--- src/rtl/pq_pkg.sv ---
// ----------------------------------------------------------------------------
// pq_pkg
// Shared definitions for the 3-in/2-out truth-table block and its exerciser.
// The default expected table and care mask live here so that the DUT
// testbench and the exerciser share a single truth-table definition.
// No ports (package).
// ----------------------------------------------------------------------------
package pq_pkg;

   // Exerciser sequencing states
   typedef enum logic [1:0] {
      ST_IDLE   = 2'd0,
      ST_WAIT   = 2'd1,
      ST_SAMPLE = 2'd2,
      ST_FINISH = 2'd3
   } pq_state_t;

   localparam int NUM_VECTORS = 8;

   // Expected {P,Q} for vector i sits at bits [2i+1:2i]
   localparam logic [15:0] PQ_EXP_TABLE = 16'h0A1D;
   // Per-bit compare enable; bit0 (Q at vector 000) is don't-care
   localparam logic [15:0] PQ_CARE_MASK = 16'hFFFE;

   // Masked difference between an observed {P,Q} pair and the table entry
   function automatic logic [1:0] pq_mismatch(
      input logic [1:0]  pq,
      input logic [2:0]  idx,
      input logic [15:0] exp_tbl,
      input logic [15:0] care_tbl
   );
      logic [1:0] exp_bits;
      logic [1:0] care_bits;
      exp_bits  = exp_tbl[{idx, 1'b0} +: 2];
      care_bits = care_tbl[{idx, 1'b0} +: 2];
      return (pq ^ exp_bits) & care_bits;
   endfunction

endpackage : pq_pkg

--- src/rtl/pq_exerciser_if.sv ---
// ----------------------------------------------------------------------------
// pq_tt_if
// Truth-table bus between the exerciser (master) and the block under test
// (slave).
//   A,B,C : stimulus, master -> slave ({A,B,C} is the vector index, A = MSB)
//   P,Q   : response, slave -> master
// ----------------------------------------------------------------------------
interface pq_tt_if;
   logic A;
   logic B;
   logic C;
   logic P;
   logic Q;

   modport master (output A, output B, output C, input P, input Q);
   modport slave  (input A, input B, input C, output P, output Q);
endinterface : pq_tt_if

--- src/rtl/pq_exerciser.sv ---
// ----------------------------------------------------------------------------
// pq_exerciser
// Stimulus/response engine for the 3-in/2-out truth-table block. On START it
// steps {A,B,C} through 000..111, holds each code for SETTLE_CYCLES cycles,
// then samples {P,Q} and compares against EXP_TABLE under CARE_MASK.
//
// Ports:
//   CLK        in   system clock, rising edge
//   RESET      in   synchronous active-high reset
//   START      in   begin a run (honoured only in IDLE)
//   tt         master modport of pq_tt_if (A,B,C out registered; P,Q in)
//   BUSY       out  run in progress
//   DONE       out  one-cycle pulse at run completion
//   PASS       out  1 when the last run had no failing vector
//   ERR_COUNT  out  failing vectors in the last run (0..8)
//   FAIL_VALID out  at least one failure recorded
//   FIRST_FAIL out  index of the first failing vector
//   RESP_LOG   out  raw {P,Q} per vector (only with PQEX_RESP_LOG_EN)
//
// Build option: define PQEX_RESP_LOG_EN to add the RESP_LOG output.
// ----------------------------------------------------------------------------
module pq_exerciser
   import pq_pkg::*;
#(
   parameter int          SETTLE_CYCLES = 2,
   parameter logic [15:0] EXP_TABLE     = PQ_EXP_TABLE,
   parameter logic [15:0] CARE_MASK     = PQ_CARE_MASK
) (
   input  logic        CLK,
   input  logic        RESET,
   input  logic        START,
   pq_tt_if.master     tt,
   output logic        BUSY,
   output logic        DONE,
   output logic        PASS,
   output logic [3:0]  ERR_COUNT,
   output logic        FAIL_VALID,
   output logic [2:0]  FIRST_FAIL
`ifdef PQEX_RESP_LOG_EN
   ,
   output logic [15:0] RESP_LOG
`endif
);

   localparam logic [3:0] CNT_RELOAD = 4'(SETTLE_CYCLES - 1);
   localparam logic [2:0] LAST_IDX   = 3'(NUM_VECTORS - 1);

   pq_state_t   state_r,      state_nxt_s;
   logic [2:0]  idx_r,        idx_nxt_s;
   logic [3:0]  cnt_r,        cnt_nxt_s;
   logic [2:0]  abc_r,        abc_nxt_s;
   logic        busy_r,       busy_nxt_s;
   logic        done_r,       done_nxt_s;
   logic        pass_r,       pass_nxt_s;
   logic [3:0]  err_r,        err_nxt_s;
   logic        fail_valid_r, fail_valid_nxt_s;
   logic [2:0]  first_fail_r, first_fail_nxt_s;
   logic [1:0]  mismatch_s;
   logic [3:0]  err_upd_s;
   logic [15:0] log_r,        log_nxt_s;

   // Masked compare of the live response against the current vector's entry
   always_comb begin
      mismatch_s = pq_mismatch({tt.P, tt.Q}, idx_r, EXP_TABLE, CARE_MASK);
      if (mismatch_s != 2'b00) begin
         err_upd_s = err_r + 4'd1;
      end else begin
         err_upd_s = err_r;
      end
   end

   // Next-state and next-output logic for the run sequencer
   always_comb begin
      state_nxt_s      = state_r;
      idx_nxt_s        = idx_r;
      cnt_nxt_s        = cnt_r;
      abc_nxt_s        = abc_r;
      busy_nxt_s       = busy_r;
      done_nxt_s       = 1'b0;
      pass_nxt_s       = pass_r;
      err_nxt_s        = err_r;
      fail_valid_nxt_s = fail_valid_r;
      first_fail_nxt_s = first_fail_r;
      log_nxt_s        = log_r;

      case (state_r)
         ST_IDLE: begin
            if (START) begin
               state_nxt_s      = ST_WAIT;
               idx_nxt_s        = 3'd0;
               cnt_nxt_s        = CNT_RELOAD;
               abc_nxt_s        = 3'd0;
               busy_nxt_s       = 1'b1;
               pass_nxt_s       = 1'b0;
               err_nxt_s        = 4'd0;
               fail_valid_nxt_s = 1'b0;
               first_fail_nxt_s = 3'd0;
               log_nxt_s        = 16'h0000;
            end else begin
               state_nxt_s = ST_IDLE;
            end
         end

         ST_WAIT: begin
            if (cnt_r == 4'd0) begin
               state_nxt_s = ST_SAMPLE;
            end else begin
               cnt_nxt_s = cnt_r - 4'd1;
            end
         end

         ST_SAMPLE: begin
            err_nxt_s = err_upd_s;
            log_nxt_s[{idx_r, 1'b0} +: 2] = {tt.P, tt.Q};
            // Only the first failing vector is latched
            if ((mismatch_s != 2'b00) && !fail_valid_r) begin
               fail_valid_nxt_s = 1'b1;
               first_fail_nxt_s = idx_r;
            end else begin
               fail_valid_nxt_s = fail_valid_r;
            end
            if (idx_r != LAST_IDX) begin
               idx_nxt_s   = idx_r + 3'd1;
               abc_nxt_s   = idx_r + 3'd1;
               cnt_nxt_s   = CNT_RELOAD;
               state_nxt_s = ST_WAIT;
            end else begin
               // Results are registered on entry to FINISH so DONE/PASS align
               state_nxt_s = ST_FINISH;
               abc_nxt_s   = 3'd0;
               busy_nxt_s  = 1'b0;
               done_nxt_s  = 1'b1;
               pass_nxt_s  = (err_upd_s == 4'd0);
            end
         end

         ST_FINISH: begin
            state_nxt_s = ST_IDLE;
         end

         default: begin
            state_nxt_s = ST_IDLE;
         end
      endcase
   end

   // State and output registers with synchronous reset
   always_ff @(posedge CLK) begin
      if (RESET) begin
         state_r      <= ST_IDLE;
         idx_r        <= 3'd0;
         cnt_r        <= 4'd0;
         abc_r        <= 3'd0;
         busy_r       <= 1'b0;
         done_r       <= 1'b0;
         pass_r       <= 1'b0;
         err_r        <= 4'd0;
         fail_valid_r <= 1'b0;
         first_fail_r <= 3'd0;
         log_r        <= 16'h0000;
      end else begin
         state_r      <= state_nxt_s;
         idx_r        <= idx_nxt_s;
         cnt_r        <= cnt_nxt_s;
         abc_r        <= abc_nxt_s;
         busy_r       <= busy_nxt_s;
         done_r       <= done_nxt_s;
         pass_r       <= pass_nxt_s;
         err_r        <= err_nxt_s;
         fail_valid_r <= fail_valid_nxt_s;
         first_fail_r <= first_fail_nxt_s;
         log_r        <= log_nxt_s;
      end
   end

   assign tt.A       = abc_r[2];
   assign tt.B       = abc_r[1];
   assign tt.C       = abc_r[0];
   assign BUSY       = busy_r;
   assign DONE       = done_r;
   assign PASS       = pass_r;
   assign ERR_COUNT  = err_r;
   assign FAIL_VALID = fail_valid_r;
   assign FIRST_FAIL = first_fail_r;

`ifdef PQEX_RESP_LOG_EN
   assign RESP_LOG = log_r;
`else
   // Log register is unused without the output; keep it trivially consumed
   logic log_unused_s;
   assign log_unused_s = ^log_r;
`endif

endmodule : pq_exerciser

--- src/flat_wrapper.sv ---
// flat-port wrapper written by rule: the top's interface ports become plain ports
module pq_exerciser_flat import pq_pkg::*;
#(
   parameter int          SETTLE_CYCLES = 2,
   parameter logic [15:0] EXP_TABLE     = PQ_EXP_TABLE,
   parameter logic [15:0] CARE_MASK     = PQ_CARE_MASK
)
  (CLK, RESET, START, BUSY, DONE, PASS, ERR_COUNT, FAIL_VALID, FIRST_FAIL, tt_A, tt_B, tt_C, tt_P, tt_Q);
  pq_tt_if tt_i ();
  input  logic CLK;
  input  logic RESET;
  input  logic START;
  output logic BUSY;
  output logic DONE;
  output logic PASS;
  output logic [3:0] ERR_COUNT;
  output logic FAIL_VALID;
  output logic [2:0] FIRST_FAIL;
  output wire logic [$bits(tt_i.A)-1:0] tt_A;
  output wire logic [$bits(tt_i.B)-1:0] tt_B;
  output wire logic [$bits(tt_i.C)-1:0] tt_C;
  input wire logic [$bits(tt_i.P)-1:0] tt_P;
  input wire logic [$bits(tt_i.Q)-1:0] tt_Q;
  assign tt_A = tt_i.A;
  assign tt_B = tt_i.B;
  assign tt_C = tt_i.C;
  assign tt_i.P = tt_P;
  assign tt_i.Q = tt_Q;
  pq_exerciser #(.SETTLE_CYCLES(SETTLE_CYCLES), .EXP_TABLE(EXP_TABLE), .CARE_MASK(CARE_MASK)) u_core (.CLK(CLK), .RESET(RESET), .START(START), .tt(tt_i), .BUSY(BUSY), .DONE(DONE), .PASS(PASS), .ERR_COUNT(ERR_COUNT), .FAIL_VALID(FAIL_VALID), .FIRST_FAIL(FIRST_FAIL));
endmodule
--- config.mk ---
export PLATFORM = sky130hd
export DESIGN_NAME = pq_exerciser_flat
export DESIGN_NICKNAME = d
export VERILOG_FILES = /design/src/rtl/pq_pkg.sv /design/src/rtl/pq_exerciser_if.sv /design/src/rtl/pq_exerciser.sv /design/src/flat_wrapper.sv
export SDC_FILE = /design/constraint.sdc
export NUM_CORES = 1
export LEC_CHECK = 0
export BUFFER_PORTS_ARGS = -buffer_cell sky130_fd_sc_hd__buf_4
export CORE_MARGIN = 8
export CORE_UTILIZATION = 40
export CTS_CLUSTER_SIZE = 14
export DETAILED_ROUTE_END_ITERATION = 10
export MAX_ROUTING_LAYER = met4
export PLACE_DENSITY = 0.66
export REMOVE_ABC_BUFFERS = 1
export SLEW_MARGIN = 20
export SYNTH_ARGS = -nofsm -noshare
export SYNTH_HDL_FRONTEND = slang
export SYNTH_SLANG_ARGS = --single-unit
export TNS_END_PERCENT = 5
--- constraint.sdc ---
create_clock -name CLK -period 1.7 [get_ports CLK]
set_input_delay 0.34 -clock CLK [delete_from_list [all_inputs] [get_ports CLK]]
set_output_delay 0.34 -clock CLK [all_outputs]
set_load 0.02 [all_outputs]
# Word level (Yosys, flattened, before mapping)
# Index checks and enable logic that the tools add are counted.
[totals]
elab_cells = 69
regBits = 23
inputBits = 5
out_inout_bits = 14
[classes]
add_sub_neg = 3
n_eq_ne = 10
muxes = 27
bitwise_logic = 3
shifts = 2
reduce_logical = 14
[op_table]
columns = ["operator", "n"]
rows = [
  ["indexed part select 16 x 5 -> 2 bit, first input constant", 2],
  ["two-way mux 4 bit", 5],
  ["case mux 3 bit (2 select lines)", 3],
  ["two-way mux 3 bit", 4],
  ["case mux 4 bit (3 select lines)", 1],
  ["AND reduction 3 bit", 3],
  ["logical NOT 4 bit", 2],
  ["case mux 2 bit (4 select lines)", 1],
  ["case mux 4 bit (2 select lines)", 1],
  ["two-way mux 1 bit", 7],
  ["!= test 2 x 1 -> 1 bit, second input constant", 3],
  ["!= test 2 bit, second input constant", 3],
  ["case mux 1 bit (2 select lines)", 3],
  ["adder 4 x 1 -> 4 bit, second input constant", 1],
  ["equality test 2 bit, second input constant", 2],
  ["two-way mux 2 bit", 2],
  ["AND reduction 4 bit", 1],
  ["nonzero test 2 bit", 2],
  ["subtractor 4 x 1 -> 4 bit, second input constant", 1],
  ["adder 3 x 1 -> 3 bit, second input constant", 1],
  ["!= test 3 bit, second input constant", 1],
  ["nonzero test 3 bit", 1],
  ["AND 2 bit", 1],
  ["equality test 2 x 1 -> 1 bit, second input constant", 1],
  ["7 further kinds", 7],
]

# Logic depth before layout (Yosys ltp)
# Gate-level depths: netlist of run 1.
[depth]
ltp_word = 8
mapped_depth = 7
mapped_depth_nobuf = 7

# Worst setup path after synthesis of run 1
# No wires, ideal clock.
[synth_timing]
kind = "flip-flop to flip-flop"
from = "register u_core.idx_r[0]"
to = "register u_core.first_fail_r[0], in the netlist u_core.FIRST_FAIL[0]"
required_time_ns = 1.613
period_less_slack_ns = 1.819
setup_slack_ns = -0.119
setup_time_ns = 0.087
arrival_time_ns = 1.732
n_path_buf = 0
stages_incl_launch_ff = 7
cell_sequence = "dfxtp_1 -> ha_1 -> or3_1 -> a21o_1 -> and2_4 -> or3_4 -> o31ai_1"
[synth_via]
elab_chain_len = 7
elab_cells_between_ends = 10
classes_between = "eq/ne: 1; shift: 2; mux: 2; bitwise: 2; reduce/logical: 3"
[synth_lines]
columns = ["item", "line_no", "source"]
rows = [
  ["start, declared", "pq_exerciser.sv:49", "logic [2:0] idx_r, idx_nxt_s;"],
  ["start signal, assigned", "pq_exerciser.sv:163", "idx_r <= idx_nxt_s;"],
  ["indexed part select 16 x 5 -> 2 bit", "pq_pkg.sv:34", "exp_bits = exp_tbl[{idx, 1'b0} +: 2];"],
  ["XOR 2 bit", "pq_pkg.sv:36", "return (pq ^ exp_bits) & care_bits;"],
  ["AND 2 bit", "pq_pkg.sv:36", ""],
  ["nonzero test 2 bit", "pq_exerciser.sv:116", "if ((mismatch_s != 2'b00) && !fail_valid_r) begin"],
  ["logical AND 1 bit", "pq_exerciser.sv:116", ""],
  ["!= test 2 x 1 -> 1 bit (no source line)", "n/a", ""],
  ["AND reduction 3 bit (no source line)", "n/a", ""],
  ["end signal, assigned", "pq_exerciser.sv:171", "first_fail_r <= first_fail_nxt_s;"],
  ["end, declared", "pq_exerciser.sv:57", "logic [2:0] first_fail_r, first_fail_nxt_s;"],
]
# Several ways; a longest one is shown, not always the timed one. The select of a mux whose other input is x is not followed.
# A chain may end at the register's enable or synchronous reset.

# Worst setup path after layout of run 1
[layout_timing]
from = "register u_core.idx_r[1]"
to = "register u_core.first_fail_r[0], in the netlist u_core.FIRST_FAIL[0]"
[layout_via]
elab_chain_len = 7
elab_cells_between_ends = 8
classes_between = "eq/ne: 1; shift: 2; bitwise: 2; reduce/logical: 3"
[layout_lines]
columns = ["item", "line_no"]
rows = [
  ["indexed part select 16 x 5 -> 2 bit", "pq_pkg.sv:34"],
  ["XOR 2 bit", "pq_pkg.sv:36"],
  ["AND 2 bit *", "pq_pkg.sv:36"],
  ["nonzero test 2 bit *", "pq_exerciser.sv:116"],
  ["logical AND 1 bit *", "pq_exerciser.sv:116"],
  ["!= test 2 x 1 -> 1 bit (no source line) *", "n/a"],
  ["AND reduction 3 bit (no source line) *", "n/a"],
]
# Every way passes the cells marked *; elsewhere a longest branch is shown, timed or not.

==> run_results.csv, run 1 <==
group,metric,value,unit
global_route,grt.total_usage,0.117,
global_route,grt_max_degree,27,
detailed_routing,dr_wl_met3,117,um
worst_setup_path,max_stage_delay,390,ps
layout,fillers,292,
worst_setup_path,end_kind,"flip-flop",
floorplan,placementRows,20,
worst_setup_path,crit_chain,"ha_2 > or3_1 > a21o_1 > and2_4 > or3_4 > o31ai_1",
pwr,p_int,0.836,mW
worst_setup_path,required,1940,ps
sta,final.setup.worst_slack,-150,ps
placed_design,port_buffers,18,
sta,grt_setup_unrepaired,"yes",
outcome,outcome,"finished, violations left",
worst_setup_path,reg2regPathDepth,6,
detailed_routing,top_layer_used,"met4",
pwr,ir_worst_vdd,0.383,mV
layout,final_cells,204,
floorplan,die_area,5020,um2
global_route,gr-total-overflow,0,
pwr,power_density,786,nW/um2
clock_network,cts_max_level,1,
worst_setup_path,cp_slowest_cell,"or3_4",
layout,final_cell_mix,"buf_4, dfxtp_1, a21oi_1, nor2_1",
floorplan,start_util,0.408,
global_route,grt_first_pass_wirelength,4670,um
run,drv_cap,0,
clock_network,clock_sinks,23,
worst_setup_path,cp-startpoint,"u_core.idx_r[1]",
yosys,synthesis.area,1200,um2
placed_design,placed_cells,200,
pwr,p_sw_frac,0.310,
sta,setup_tns,-593,ps
clock_network,clk_latency,310,ps
placed_design,hpwl,2080,um
sta,setup_violations,7,
detailed_routing,met2_length,1350,um
worst_setup_path,critical_path_arrival,2090,ps
layout,layout_commonest_cell,"buf_4",
global_route,first_global_vias,1103,
floorplan,die_w,70.9,um
outcome,violations,"setup timing",
pwr,clockPowerShare,0.212,
yosys,avgSynthCellArea,8.61,um2
placed_design,dpl_worst_slack,-167,ps
sta,hold_viol,0,
sta,period_needed,1850,ps
sta,relSlewSlack,0.699,
floorplan,die_h,70.9,um
floorplan,io_pins,19,
sta,final_max_slew_viol_count,0,
clock_network,cts_tree,"done",
placed_design,routabilityCongestion,0.817,
pwr,switching_power,0.375,mW
pwr,p_leak,0.633,nW
sta,worstMarginPinSlew,451,ps
clock_network,cts_root_buffer,"clkbuf_4",
detailed_routing,dr.pass1.iters,4,
pwr,combinationalPowerShare,0.279,
pwr,seq_power_share,0.509,
worst_setup_path,critPathLaunchType,"flip-flop",
layout,drive_gt1_frac,0.327,
worst_setup_path,setup.worst_path.class,"reg -> reg",
sta,clock_skew,1.86,ps
detailed_routing,via_per_inst,5.38,
hold_path,hold_depth,2,
detailed_routing,wl_per_cell,13.7,um
detailed_routing,num_vias,1098,
yosys,yosysSeqAreaShare,0.382,
layout,area_delta_synth_final,27.7,%
detailed_routing,drt-total-wl,2800,um
clock_network,post_cts.repair.setup_buffers,0,
sta,finalCritPeriodShare,1.09,
worst_setup_path,crit_fanout,6,
detailed_routing,drc,0,
layout,antenna_cells,0,
yosys,synthCells,140,
detailed_routing,drt-met1-wl,1280,um
hold_path,min-delay-start,"RESET",
yosys,yosysWarningCount,0,
yosys,synth_cell_types,38,
clock_network,cts_hold_buf,0,
global_route,antenna_found_initial,0,
clock_network,clk_pin_slew,120,ps
clock_network,clockBufferDepth,2,
layout,fin_nets,185,
detailed_routing,drtAntennaViolNets,0,
sta,fmax,0.541,GHz
detailed_routing,first_iter_violations,70,
worst_setup_path,worstReg2RegStart,"u_core.idx_r[1]",
clock_network,numCtsBuffers,3,
layout,finalCoreUtilization,0.521,
yosys,ys_ff_latch,23,
floorplan,design.core.area,2950,um2
hold_path,holdCritPathClass,"in -> reg",
==> power groups by stage <==
| stage | combinational, mW | clock [mW] | sequential, mW |
|---|---|---|---|
| 2_1_floorplan | 0.189 | 0 | 0.623 |
| 3_3_place_gp | 0.298 | 0 | 0.621 |
| 3_5_place_dp | 0.305 | 0 | 0.622 |
| 4_1_cts | 0.329 | 0.266 | 0.613 |
| 5_1_grt | 0.368 | 0.292 | 0.623 |
| 6_report | 0.337 | 0.257 | 0.616 |
==> sequential cells by signal (all words and copies together) (netlist names) <==
name / cells
u_core.BUSY: 1
u_core.DONE: 1
u_core.ERR_COUNT: 4
u_core.FAIL_VALID: 1
u_core.FIRST_FAIL: 3
u_core.PASS: 1
u_core.abc_r: 3
u_core.cnt_r: 4
u_core.idx_r: 3
u_core.state_r: 2
==> metrics by stage <==
stage	area (um2)	power, mW	hold WS (ps)
floorplan	1180	0.812	409
global placement	1470	0.919	454
detailed placement	1470	0.927	460
CTS	1520	1.21	359
global route	1540	1.28	369
finish	1540	1.21	364
==> final cells by class <==
class / count / area, um2 / share of cell area
inverter: 7 / 26.3 / 0.0171
timing repair buffer: 33 / 248 / 0.161
sequential: 23 / 464 / 0.302
tap: 33 / 41.3 / 0.0268
clock buffer: 4 / 26.3 / 0.0171
multi-input combinational: 104 / 733 / 0.476
==> worst max-delay path: cells and delay by family (launching register included) <==
| family | cells | cell delay [ps] |
|---|---|---|
| AOI/OAI and AO/OA | 2 | 350 |
| adders and majority gates | 1 | 170 |
| and+or+nand+nor | 3 | 880 |
| DFF | 1 | 360 |
==> layer usage <==
metal  track usage  vias up
met3        0.0268        5
met1         0.120      509
met2         0.202       20
li1              -      564
met4        0.0647        0
met5             -        -
==> worst paths after layout <==
path | endpoint | slack, ps
hold reg to reg | u_core.FIRST_FAIL[2] | 480
setup / recovery | u_core.FIRST_FAIL[0] | -150
setup reg to reg | u_core.FIRST_FAIL[0] | -150
hold / removal | u_core.cnt_r[1] | 360
==> Yosys cell counts <==
| cell type | n | share of area |
|---|---|---|
| nand4_1 | 1 | 0.0052 |
| nor3b_1 | 1 | 0.0062 |
| xnor2_1 | 3 | 0.022 |
| a311oi_1 | 2 | 0.015 |
| o311ai_0 | 2 | 0.015 |
| o22ai_1 | 1 | 0.0052 |
| nand2_1 | 7 | 0.022 |
| or2_2 | 1 | 0.0052 |
| dfxtp_1 | 23 | 0.38 |
| nand3_1 | 1 | 0.0041 |
| a211oi_1 | 2 | 0.012 |
| a31oi_1 | 1 | 0.0052 |
| nand2b_1 | 4 | 0.021 |
| or3_4 | 1 | 0.0093 |
| nand3b_1 | 2 | 0.012 |
| and3_1 | 3 | 0.016 |
| inv_1 | 7 | 0.022 |
| a22oi_1 | 1 | 0.0062 |
| o31ai_1 | 2 | 0.012 |
| xor2_1 | 2 | 0.015 |
| mux2i_1 | 2 | 0.017 |
| nand4b_1 | 1 | 0.0073 |
| nor3_1 | 4 | 0.017 |
| a21o_1 | 2 | 0.012 |
| nor2b_1 | 3 | 0.016 |
| o22a_2 | 1 | 0.0083 |
| and2_4 | 1 | 0.0073 |
| a21oi_1 | 16 | 0.066 |
| or3b_2 | 3 | 0.022 |
| ha_1 | 8 | 0.083 |
| o21a_1 | 2 | 0.012 |
| o41ai_1 | 1 | 0.0073 |
| or2b_1 | 2 | 0.012 |
| clkbuf_1 | 6 | 0.019 |
| nor2_1 | 11 | 0.034 |
| o21bai_1 | 1 | 0.0062 |
| o21ai_0 | 5 | 0.021 |
| or3_1 | 4 | 0.021 |
==> logic make-up (layout without fill, tap and decap cells) <==
kind of cell,count (synthesis),in the layout,share of synthesized area
buffers and inverters,13,44,0.0405
XOR/XNOR,5,5,0.0364
AND/OR/NAND/NOR,50,50,0.237
adder cells (fa/ha/maj),8,8,0.0831
AO/OA/AOI/OAI,39,39,0.205
multiplexers,2,2,0.0166
flip-flops,23,23,0.382
==> what timing repair did <==
item / 4_1_cts / 5_1_grt
endpoints found under the setup margin: 17 / 19
pin swaps: 1 / 1
hold endpoints to repair: 0 / 0
resized for setup: 7 / 8
gates cloned: 0 / 0
Power figures use the tool's default switching activity.
==> inputs of run 2 (changes only) <==
--- a/config.mk
+++ b/config.mk
@@ -8,6 +8,7 @@
 export BUFFER_PORTS_ARGS = -buffer_cell sky130_fd_sc_hd__buf_4
 export CORE_MARGIN = 8
 export CORE_UTILIZATION = 40
+export CTS_BUF_LIST = sky130_fd_sc_hd__clkbuf_2 sky130_fd_sc_hd__clkbuf_4 sky130_fd_sc_hd__clkbuf_8
 export CTS_CLUSTER_SIZE = 14
 export DETAILED_ROUTE_END_ITERATION = 10
 export MAX_ROUTING_LAYER = met4
==> run 2 against run 1 <==
Effect of this change: the run still ends with setup timing left; count of clock-buffer cells in the layout unchanged; register-to-register slack about the same; combinational power about the same; sequential power about the same; setup slack worse by 1.4 ps; die area unchanged; routed wire length down 0.64%; final cell count unchanged; core utilization up 0.13 points; global-route usage down 0.15 points; non-clock buffer count unchanged; sequential cell count unchanged.
==> run_results.csv, run 2 (synthesis gave the netlist of run 1 again) <==
group,metric,value,unit
placed_design,routabilityCongestion,0.817,
sta,relSlewSlack,0.703,
global_route,busiest_layer,"met2",
clock_network,clockBufferDepth,2,
clock_network,cts_tree,"done",
clock_network,cts_root_buffer,"clkbuf_4",
pwr,p_leak,0.636,nW
placed_design,dpl_worst_slack,-167,ps
layout,area_delta_synth_final,28.0,%
clock_network,clk_pin_slew,120,ps
detailed_routing,drc,0,
global_route,use_met2,0.204,
sta,worstMarginPinSlew,445,ps
global_route,gr-total-overflow,0,
floorplan,start_util,0.408,
floorplan,design.core.area,2950,um2
global_route,grt_max_degree,27,
layout,final_cells,204,
layout,fin_area,1540,um2
detailed_routing,drt-total-wl,2780,um
global_route,first_global_vias,1093,
worst_setup_path,end_kind,"flip-flop",
detailed_routing,first_iter_violations,46,
sta,setup_violations,7,
worst_setup_path,critical_path_arrival,2090,ps
outcome,violations,"setup timing",
worst_setup_path,critPathLaunchType,"flip-flop",
sta,clock_skew,1.70,ps
placed_design,place_area,1470,um2
clock_network,clk_latency,310,ps
placed_design,hpwl,2080,um
detailed_routing,wl_per_cell,13.6,um
outcome,outcome,"finished, violations left",
global_route,grtUsageMet3,0.0268,
sta,period_needed,1850,ps
worst_setup_path,setup.worst_path.class,"reg -> reg",
layout,final_cell_mix,"buf_4, dfxtp_1, a21oi_1, nor2_1",
layout,antenna_cells,0,
global_route,antenna_found_initial,0,
sta,hold_viol,0,
global_route,grt.total_usage,0.115,
sta,final_max_slew_viol_count,0,
floorplan,die_w,70.9,um
placed_design,placed_cells,200,
global_route,grt_first_pass_wirelength,4660,um
worst_setup_path,required,1940,ps
worst_setup_path,crit_fanout,6,
detailed_routing,dr.pass1.iters,4,
run,drv_cap,0,
sta,final.setup.worst_slack,-151,ps
floorplan,die_area,5020,um2
sta,grt_setup_unrepaired,"yes",
sta,holdWs,366,ps
sta,fmax,0.540,GHz
layout,drive_gt1_frac,0.333,
floorplan,placementRows,20,
global_route,use_met1,0.122,
layout,fin_nets,185,
detailed_routing,num_vias,1099,
placed_design,port_buffers,18,
clock_network,numCtsBuffers,3,
pwr,ir_worst_vdd,0.382,mV
sta,finalCritPeriodShare,1.09,
floorplan,io_pins,19,
clock_network,clock_sinks,23,
detailed_routing,drtAntennaViolNets,0,
pwr,power_density,794,nW/um2
worst_setup_path,crit_chain,"ha_2 > or3_1 > a21o_1 > and2_4 > or3_4 > o31ai_1",
detailed_routing,via_per_inst,5.39,
worst_setup_path,cp_slowest_cell,"or3_4",
hold_path,holdCritPathClass,"in -> reg",
worst_setup_path,max_stage_delay,390,ps
floorplan,die_h,70.9,um
layout,layout_commonest_cell,"buf_4",
clock_network,cts_max_level,1,
clock_network,cts_hold_buf,0,
==> run 2: cell count changes in the layout (fill, tap and decap cells not counted) <==
cell      change
clkbuf_4      +1
clkbuf_1      -1
==> run 2: routing by layer <==
metal,vias up,wire [um]
li1,563,-
met1,513,1270
met2,18,1340
met3,5,120
met4,0,43
met5,-,0
==> run 2: what timing repair did <==
action,in CTS,in global routing
setup endpoints to repair,17,19
pin swaps,1,1
setup buffers,0,0
gates resized for setup,7,8
endpoints found under the hold margin,0,0
==> run 2: layout make-up <==
class / instances / area (um2)
Clock buffer: 4 / 30.0
Fill cell: 296 / 1410
Inverter: 7 / 26.3
Multi-Input combinational cell: 104 / 733
Sequential cell: 23 / 464
Tap cell: 33 / 41.3
Timing Repair Buffer: 33 / 248
==> run 2: per-stage QoR <==
stage | util | TNS [ps] | power (mW)
2_1_floorplan | - | -457 | 0.812
3_3_place_gp | 0.498 | -680 | 0.919
3_5_place_dp | 0.498 | -1270 | 0.927
4_1_cts | 0.516 | -793 | 1.23
5_1_grt | 0.522 | -1690 | 1.30
6_report | 0.522 | -613 | 1.22
==> run 2: power breakdown <==
| group | switching, mW | internal (mW) |
|---|---|---|
| Combinational | 0.167 | 0.170 |
| Clock | 0.164 | 0.108 |
| Sequential | 0.0424 | 0.574 |
==> run 2: final timing paths <==
| kind | from | endpoint | slack, ps | cells after the start |
|---|---|---|---|---|
| worst max-delay path | u_core.idx_r[1] | u_core.FIRST_FAIL[0] | -150 | 6 |
| worst min register to register | u_core.FIRST_FAIL[2] | u_core.FIRST_FAIL[2] | 470 | 2 |
| worst max register to register | u_core.idx_r[1] | u_core.FIRST_FAIL[0] | -150 | 6 |
| worst min-delay path | RESET | u_core.cnt_r[1] | 370 | 2 |
==> run 2: critical path, delay by kind of cell (launching register included) <==
| family | cells | cell delay (ps) |
|---|---|---|
| simple gates | 3 | 880 |
| compound gates | 2 | 350 |
| flops | 1 | 360 |
| fa+ha+maj | 1 | 180 |
==> inputs of run 3 (changes only) <==
--- a/config.mk
+++ b/config.mk
@@ -6,9 +6,10 @@
 export NUM_CORES = 1
 export LEC_CHECK = 0
 export BUFFER_PORTS_ARGS = -buffer_cell sky130_fd_sc_hd__buf_4
+export CORE_ASPECT_RATIO = 1.5
 export CORE_MARGIN = 8
 export CORE_UTILIZATION = 40
-export CTS_BUF_LIST = sky130_fd_sc_hd__clkbuf_2 sky130_fd_sc_hd__clkbuf_4 sky130_fd_sc_hd__clkbuf_8
+export CTS_BUF_LIST = sky130_fd_sc_hd__clkbuf_8
 export CTS_CLUSTER_SIZE = 14
 export DETAILED_ROUTE_END_ITERATION = 10
 export MAX_ROUTING_LAYER = met4
==> run 3 against run 2 <==
Effect of this change: the run still ends with setup timing left; routed wire length increased by 9.1%; die area is 0.72% higher; hold slack improved by 52 ps; clock power increased by 26%; fmax decreased by 0.94%; register-to-register slack got worse by 20 ps; count of clock-buffer cells in the layout is 1 lower; non-clock buffer count increased by 5; sequential cell count unchanged; critical path type unchanged; critical endpoint unchanged; highest routed layer unchanged.
==> run_results.csv, run 3 (synthesis gave the netlist of run 1 again) <==
group,metric,value,unit
outcome,outcome,"finished, violations left",
outcome,violations,"setup timing",
worst_setup_path,critical_path_arrival,2060,ps
sta,final_max_slew_viol_count,0,
floorplan,design.core.area,2880,um2
clock_network,clockBufferDepth,2,
sta,setup_tns,-614,ps
layout,fin_nets,190,
global_route,grt_first_pass_wirelength,4830,um
placed_design,port_buffers,18,
sta,relSlewSlack,0.699,
floorplan,die_w,60.8,um
layout,layout_commonest_cell,"buf_4",
global_route,first_global_vias,1143,
worst_setup_path,crit_fanout,5,
global_route,gr-total-overflow,0,
sta,setup_violations,6,
run,drv_cap,0,
clock_network,cts_tree,"done",
placed_design,dpl_worst_slack,-226,ps
layout,drive_gt1_frac,0.381,
worst_setup_path,end_kind,"flip-flop",
global_route,use_met1,0.122,
detailed_routing,drt-total-wl,3030,um
global_route,use_met2,0.208,
detailed_routing,num_vias,1140,
floorplan,die_h,83.2,um
sta,worstMarginPinSlew,450,ps
detailed_routing,via_per_inst,5.30,
layout,antenna_cells,0,
sta,fmax,0.535,GHz
sta,finalCritPeriodShare,1.10,
placed_design,place_area,1510,um2
global_route,grt_max_degree,27,
clock_network,clk_latency,270,ps
worst_setup_path,required,1890,ps
sta,period_needed,1870,ps
sta,grt_setup_unrepaired,"yes",
clock_network,clock_sinks,23,
layout,final_cells,215,
detailed_routing,drc,0,
clock_network,clk_pin_slew,80,ps
floorplan,die_area,5060,um2
floorplan,io_pins,19,
clock_network,numCtsBuffers,3,
detailed_routing,first_iter_violations,40,
hold_path,holdCritPathClass,"in -> reg",
layout,fin_area,1670,um2
placed_design,placed_cells,210,
sta,clock_skew,6.09,ps
floorplan,placementRows,24,
detailed_routing,wl_per_cell,14.1,um
floorplan,start_util,0.418,
clock_network,cts_root_buffer,"clkbuf_8",
global_route,grtUsageMet3,0.0262,
sta,final.setup.worst_slack,-169,ps
placed_design,routabilityCongestion,0.897,
global_route,busiest_layer,"met2",
global_route,grt.total_usage,0.123,
placed_design,hpwl,2160,um
layout,final_cell_mix,"buf_4, dfxtp_1, a21oi_1, nor2_1, inv_1",
detailed_routing,drtAntennaViolNets,0,
pwr,ir_worst_vdd,0.532,mV
pwr,power_density,798,nW/um2
worst_setup_path,critPathLaunchType,"flip-flop",
clock_network,cts_max_level,1,
worst_setup_path,setup.worst_path.class,"reg -> reg",
pwr,p_leak,0.675,nW
global_route,antenna_found_initial,0,
layout,area_delta_synth_final,38.9,%
clock_network,cts_hold_buf,0,
sta,hold_viol,0,
detailed_routing,dr.pass1.iters,4,
run 3: report_power, final:
| part | total, mW | switching (mW) | leakage (nW) | internal, mW |
|---|---|---|---|---|
| Combinational | 0.378 | 0.182 | 0.460 | 0.196 |
| Sequential | 0.613 | 0.0400 | 0.188 | 0.573 |
| Clock | 0.344 | 0.182 | 0.0269 | 0.162 |
run 3: timing repair:
item	in CTS	in global routing
setup buffers	0	1
pin swaps	1	9
gates resized for setup	12	15
setup endpoints to repair	17	19
run 3: metal layers:
metal / wire (um) / part of all wire
met1: 1200 / 0.40
met5: 0 / 0
met2: 1650 / 0.54
met4: 69 / 0.023
met3: 116 / 0.038
run 3: cell type report:
type                    count  area (um2)
fillers                   280        1210
multi-input cells         104         805
flip-flops and latches     23         464
repair buffers             38         285
well taps                  39        48.8
clock buffers               3        41.3
inverters                   7        26.3
clock inverters             1        3.75
run 3: final timing paths:
| check | start | to | slack (ps) | depth (start not counted) |
|---|---|---|---|---|
| setup / recovery | u_core.idx_r[1] | u_core.FIRST_FAIL[0] | -170 | 6 |
| hold / removal | RESET | u_core.cnt_r[1] | 420 | 2 |
| setup reg to reg | u_core.idx_r[1] | u_core.FIRST_FAIL[0] | -170 | 6 |
| hold reg to reg | u_core.FIRST_FAIL[2] | u_core.FIRST_FAIL[2] | 470 | 2 |
run 3: worst max-delay path, stage by stage, from the launching register on:
cell and delay [ps]:
dfxtp_2 350, ha_4 160, or3_1 320, a21o_1 200, and2_4 160, or3_4 430, o31ai_4 190
run 3: per-stage QoR:
step	power [mW]	utilization	hold WS [ps]
2_1_floorplan	0.812	-	409
3_3_place_gp	0.940	0.523	473
3_5_place_dp	0.951	0.523	467
4_1_cts	1.32	0.556	419
5_1_grt	1.41	0.581	440
6_report	1.34	0.581	418
